<file path="src/rtl/raccoon_pkg.sv">
// Raccoon ring definitions shared by ring nodes.
// Holds the ring word field positions, the slot type codes, the initiator
// state encoding and a helper that assembles a request word.
package raccoon_pkg;

    // Ring word field positions
    localparam int unsigned TYPE_HI = 63;
    localparam int unsigned TYPE_LO = 62;
    localparam int unsigned ID_HI   = 61;
    localparam int unsigned ID_LO   = 55;
    localparam int unsigned SEQ_BIT = 54;
    localparam int unsigned MASK_HI = 53;
    localparam int unsigned MASK_LO = 50;
    localparam int unsigned ADDR_HI = 49;
    localparam int unsigned ADDR_LO = 32;
    localparam int unsigned DATA_HI = 31;
    localparam int unsigned DATA_LO = 0;

    // Slot type codes
    localparam logic [1:0] RACC_EMPTY = 2'b00;
    localparam logic [1:0] RACC_REQ   = 2'b11;
    localparam logic [1:0] RACC_RSP   = 2'b10;

    // Initiator states: idle, waiting for an empty slot, waiting for a response
    typedef enum logic [1:0] {
        StIdle = 2'd0,
        StPend = 2'd1,
        StWait = 2'd2
    } state_e;

    function automatic logic [63:0] racc_req_word(input logic [6:0]  id,
                                                  input logic        seq,
                                                  input logic [3:0]  mask,
                                                  input logic [17:0] addr,
                                                  input logic [31:0] data);
        logic [63:0] w;
        w                   = '0;
        w[TYPE_HI:TYPE_LO]  = RACC_REQ;
        w[ID_HI:ID_LO]      = id;
        w[SEQ_BIT]          = seq;
        w[MASK_HI:MASK_LO]  = mask;
        w[ADDR_HI:ADDR_LO]  = addr;
        w[DATA_HI:DATA_LO]  = data;
        return w;
    endfunction

endpackage

</file>
<file path="src/rtl/ram2raccoon.sv">
// Initiator end of the Raccoon ring.
// Turns one RAM-style request (read or masked write) into a ring request word,
// inserts it into the first empty slot, then pulls the matching response off
// the ring. All other traffic passes through with a 2-cycle latency.
//   CLK, RST          clock, synchronous active-high reset
//   RaccIn / RaccOut  ring word from upstream / to downstream
//   REQ, WE, ADDR, MASK, WR_DATA   local request (REQ taken only when idle)
//   BUSY              transaction in flight
//   DONE / ERR        one-cycle completion / failure pulses
//   RD_DATA           response data, held until the next DONE
module ram2raccoon
    import raccoon_pkg::*;
#(
    parameter logic [6:0]  MASTER_ID = 7'h01,
    parameter logic [15:0] TIMEOUT   = 16'd1024
) (
    input  logic        CLK,
    input  logic        RST,
    input  logic [63:0] RaccIn,
    output logic [63:0] RaccOut,
    input  logic        REQ,
    input  logic        WE,
    input  logic [19:0] ADDR,
    input  logic [3:0]  MASK,
    input  logic [31:0] WR_DATA,
    output logic        BUSY,
    output logic        DONE,
    output logic        ERR,
    output logic [31:0] RD_DATA
);

    state_e      state_q, state_d;
    logic [63:0] din_q, dout_q, dout_d;
    logic        seq_q, seq_d;
    logic [15:0] timer_q, timer_d;
    logic [3:0]  mask_q, mask_d;
    logic [17:0] addr_q, addr_d;
    logic [31:0] wdata_q, wdata_d;
    logic [31:0] rd_data_q, rd_data_d;
    logic        done_q, done_d;
    logic        err_q, err_d;

    logic [1:0] din_type;
    logic       tag;
    logic       id_hit, seq_hit, our_rsp, match_rsp, own_req, timed_out;

    // Byte offset is not carried on the ring
    logic unused_addr_lo;
    assign unused_addr_lo = ^ADDR[1:0];

    // seq_q flips on every acceptance starting from 0, so the transaction in
    // flight is tagged with its complement: the first request carries 0.
    assign tag       = ~seq_q;
    assign din_type  = din_q[TYPE_HI:TYPE_LO];
    assign id_hit    = (din_q[ID_HI:ID_LO] == MASTER_ID);
    assign seq_hit   = (din_q[SEQ_BIT] == tag);
    assign our_rsp   = (din_type == RACC_RSP) && id_hit;
    assign match_rsp = our_rsp && seq_hit;
    assign own_req   = (din_type == RACC_REQ) && id_hit && seq_hit;
    assign timed_out = (TIMEOUT != 16'd0) && (16'(timer_q + 16'd1) == TIMEOUT);

    always_comb begin
        state_d   = state_q;
        seq_d     = seq_q;
        timer_d   = timer_q;
        mask_d    = mask_q;
        addr_d    = addr_q;
        wdata_d   = wdata_q;
        rd_data_d = rd_data_q;
        done_d    = 1'b0;
        err_d     = 1'b0;
        dout_d    = din_q;

        if (state_q != StIdle) begin
            timer_d = 16'(timer_q + 16'd1);
        end

        unique case (state_q)
            StIdle: begin
                if (our_rsp) begin
                    dout_d = '0;
                end
                if (REQ) begin
                    mask_d  = WE ? MASK : 4'h0;
                    addr_d  = ADDR[19:2];
                    wdata_d = WR_DATA;
                    seq_d   = ~seq_q;
                    timer_d = '0;
                    state_d = StPend;
                end
            end
            StPend: begin
                if (timed_out) begin
                    // Give up before inserting; the slot is left alone
                    if (our_rsp) begin
                        dout_d = '0;
                    end
                    err_d   = 1'b1;
                    state_d = StIdle;
                end else if (din_type == RACC_EMPTY) begin
                    dout_d  = racc_req_word(MASTER_ID, tag, mask_q, addr_q, wdata_q);
                    state_d = StWait;
                end else if (our_rsp) begin
                    dout_d = '0;
                end
            end
            StWait: begin
                // A matching response beats a timeout in the same cycle
                if (match_rsp) begin
                    dout_d    = '0;
                    rd_data_d = din_q[DATA_HI:DATA_LO];
                    done_d    = 1'b1;
                    state_d   = StIdle;
                end else if (own_req) begin
                    // Request went all the way round unclaimed
                    dout_d  = '0;
                    err_d   = 1'b1;
                    state_d = StIdle;
                end else begin
                    if (our_rsp) begin
                        dout_d = '0;
                    end
                    if (timed_out) begin
                        err_d   = 1'b1;
                        state_d = StIdle;
                    end
                end
            end
            default: state_d = StIdle;
        endcase
    end

    always_ff @(posedge CLK) begin
        if (RST) begin
            state_q   <= StIdle;
            din_q     <= '0;
            dout_q    <= '0;
            seq_q     <= 1'b0;
            timer_q   <= '0;
            mask_q    <= '0;
            addr_q    <= '0;
            wdata_q   <= '0;
            rd_data_q <= '0;
            done_q    <= 1'b0;
            err_q     <= 1'b0;
        end else begin
            state_q   <= state_d;
            din_q     <= RaccIn;
            dout_q    <= dout_d;
            seq_q     <= seq_d;
            timer_q   <= timer_d;
            mask_q    <= mask_d;
            addr_q    <= addr_d;
            wdata_q   <= wdata_d;
            rd_data_q <= rd_data_d;
            done_q    <= done_d;
            err_q     <= err_d;
        end
    end

    assign RaccOut = dout_q;
    assign BUSY    = (state_q != StIdle);
    assign DONE    = done_q;
    assign ERR     = err_q;
    assign RD_DATA = rd_data_q;

endmodule
</file>
<file path="config.mk">
export PLATFORM = sky130hd
export DESIGN_NAME = ram2raccoon
export DESIGN_NICKNAME = d
export VERILOG_FILES = /design/src/rtl/raccoon_pkg.sv /design/src/rtl/ram2raccoon.sv
export SDC_FILE = /design/constraint.sdc
export NUM_CORES = 1
export LEC_CHECK = 0
export ABC_CLOCK_PERIOD_IN_PS = 7600
export CORE_MARGIN = 4
export CORE_UTILIZATION = 30
export DETAILED_ROUTE_END_ITERATION = 12
export GPL_TIMING_DRIVEN = 0
export PLACE_DENSITY = 0.62
export SYNTH_ARGS = -nofsm -noshare
export SYNTH_HDL_FRONTEND = slang
export SYNTH_SLANG_ARGS = --single-unit
</file>
<file path="constraint.sdc">
create_clock -name CLK -period 7.6 [get_ports CLK]
set_clock_uncertainty 0.15 [all_clocks]
set_input_delay 1.14 -clock CLK [delete_from_list [all_inputs] [get_ports CLK]]
set_output_delay 1.14 -clock CLK [all_outputs]
set_load 0.02 [all_outputs]
</file>
==> out/metrics.cfg <==
[status]
status=finished, final reports clean

[sta]
relSlewSlack_pct=46.1
worst_pin_slew_ns=0.809
final-hold-violation-count=0
finalMaxSlewViolations=0
fin_crit_sh_pct=50.9
setup_viol=0
final.setup.tns_ns=0
fin_ws_ns=3.73
rsz0062_at_grt=no
fin_crit_ns=3.87
fmax_mhz=258

[critical_path]
worstSetupPathType=register to primary output
arrival_ns=2.58
reg2regPathDepth=9
path_max_fanout=10
cp-start-kind=register
end_kind=primary output
critPathRequiredTime_ns=6.31

[global_routing]
grt_max_degree=15
met2_usage_pct=26.8
grt_pass1_wl_mm=40.6
antenna_found_initial=0
grt_use_met1_pct=21.5
top_usage_layer=met2
overflow=0
grtUsageMet3_pct=4.91
grt_pass1_vias=7237
grt.total_usage_pct=16.3

[yosys]
synth_top_cell_by_area=dfxtp_1
seq_area_frac_synth_pct=55.1
yosys_most_used_dff=dfxtp_1
syn_area_per_cell_sq_um=9.19
synthMuxAreaShare_pct=0
synth_fa_ha_area_share_pct=0.732
synth_cell_type_count=52
synth_edf_count=0
yosysMostFrequentCell=dfxtp_1
ys_ff_latch=235
synth_xor_area_share_pct=2.04
synth_compound_area_share_pct=15.0
netlist_instances=929
synthArstFlopShare_pct=0
ys_warn_count=0
synth_area_leaders=dfxtp_1 (55%), nand2_1 (8.5%), a21oi_1 (6.1%), nor2b_1 (4.7%), a221o_1 (3.3%)
synth-simple-area-share_pct=23.2
syn_nets=1058
syn_area_sq_um=8540
synth.top_cells.by_count=dfxtp_1 (235), nand2_1 (194), a21oi_1 (104)
yosysTopAreaCellShare_pct=55.1
synth_top_family_by_area=simple AND/OR/NAND/NOR gates

[floorplan]
dieHeight_um=177
start_util_pct=30.6
fp-row-count=61
io_pins=223
die_x_um=177
core_area_sq_um=27900
die-area_sq_um=31200

[clock_tree]
htree_levels=1
cts_setup_buffers=0
clock_latency_ns=0.52
path_clk_slew_ns=0.06
cts_buffer_depth=3
root_buffer=clkbuf_16
cts_tree=built
cts.sinks=235
cts.repair.resized=0
cts-buffers-inserted=25
ctsHoldBuffers=0

[routing]
wl_mm=26.4
drcViolationCount=0
drt_pass1_iterations=7
routed_via_density=4.66
drt-initial-drc-count=471
post_drt_wl_per_cell_um=16.8
ant_nets=0
vias=7313

[placed_design]
dpl.hpwl_mm=19.1
dp_slack_ns=4.23
port_buffers=218
finalWeightedCongestion=0.822

[power_and_ir_drop]
ir_drop_mv=0.127
p_per_area_nw_per_um2=243
p_leak_nw=4.51

[finish]
syn_to_final_growth_pct=40.3
nets=1303
drive_gt1_share_pct=5.80

[min_path]
worstHoldPathType=register to register
holdPathStages=2

[run]
drv_cap=0

## state kept, by name, summed over array words and instances, names as in the netlist
signal / count
DONE: 1
ERR: 1
RaccOut: 64
din_q: 64
timer_q: 16
RD_DATA: 32
addr_q: 18
state_q: 2
mask_q: 4
seq_q: 1
wdata_q: 32
## worst max-delay path, stage by stage, from the launching register on
cell and delay [ns]:
dfxtp_1 0.40, inv_1 0.08, ha_1 0.21, inv_1 0.19, clkbuf_1 0.46, clkdlybuf4s50_1 0.72
## cell type report
cell class	count	area [sq um]
repair buffers	218	2180
flip-flops and latches	235	4700
clock buffers	32	692
diodes	1	2.50
well taps	378	473
clock inverters	10	90.1
multi-input cells	618	3500
fillers	2782	16000
plain buffers	67	302
inverters	9	33.8
## power by group
| part | leakage (nW) | switching [W] | total (W) | internal [W] |
|---|---|---|---|---|
| Combinational | 2.20 | 0.000219 | 0.000399 | 0.000181 |
| Clock | 0.380 | 0.000489 | 0.00116 | 0.000675 |
| Sequential | 1.93 | 0.0000387 | 0.00134 | 0.00131 |
## routing by layer
layer  wire length (um)  part of all wire (%)  up-vias
li1                   -                     -     3662
met1              11700                    44     3396
met2              12100                    46      224
met3               2270                   8.6       31
met4                342                   1.3        0
met5                  0                     0        -
## cells in the final DEF, fill, tap and decap left out, drive strengths merged, types with 8 or more instances in the layout
master / Yosys / routed
clkdlybuf4s50: 0 / 218
a32o: 19 / 19
inv: 9 / 11
a221o: 28 / 28
xnor2: 8 / 8
nor2: 47 / 47
a21oi: 104 / 104
nand2: 195 / 195
dfxtp: 235 / 235
nand2b: 19 / 19
clkbuf: 46 / 78
buf: 21 / 21
nor2b: 64 / 64
and3: 32 / 32
nand3: 17 / 17
xor2: 11 / 11
## logic make-up (layout without fill, tap and decap cells)
kind of cell    after synthesis  after routing
compound gates              190            190
xor+xnor                     19             19
fa+ha+maj                     5              5
buf+inv                      76            336
flops                       235            235
other cells                   0              1
simple gates                404            404
## path summary, 6_finish.rpt
path	from	endpoint	slack, ns
hold reg to reg	din_q[61]$_SDFF_PP0_	RaccOut[61]$_SDFF_PP0_	0.28
hold / removal	din_q[61]$_SDFF_PP0_	RaccOut[61]$_SDFF_PP0_	0.28
setup reg to reg	timer_q[0]$_SDFF_PP0_	RaccOut[29]$_SDFF_PP0_	4.28
setup / recovery	state_q[1]$_SDFFE_PP0P_	BUSY	3.73
## stage by stage
| step | total power [W] | utilization [%] | hold WS [ns] | std cells | cell area, sq um |
|---|---|---|---|---|---|
| global route | 0.00304 | 42.9 | 0.306 | 1567 | 12000 |
| floorplan | 0.00157 | - | 0.258 | 929 | 8540 |
| detailed placement | 0.00178 | 40.1 | 0.273 | 1525 | 11200 |
| finish | 0.00291 | 42.9 | 0.279 | 1568 | 12000 |
| global placement | 0.00177 | 40.1 | 0.275 | 1525 | 11200 |
| CTS | 0.00295 | 42.9 | 0.282 | 1567 | 12000 |
Note: power is estimated with default switching activity, not from simulation.
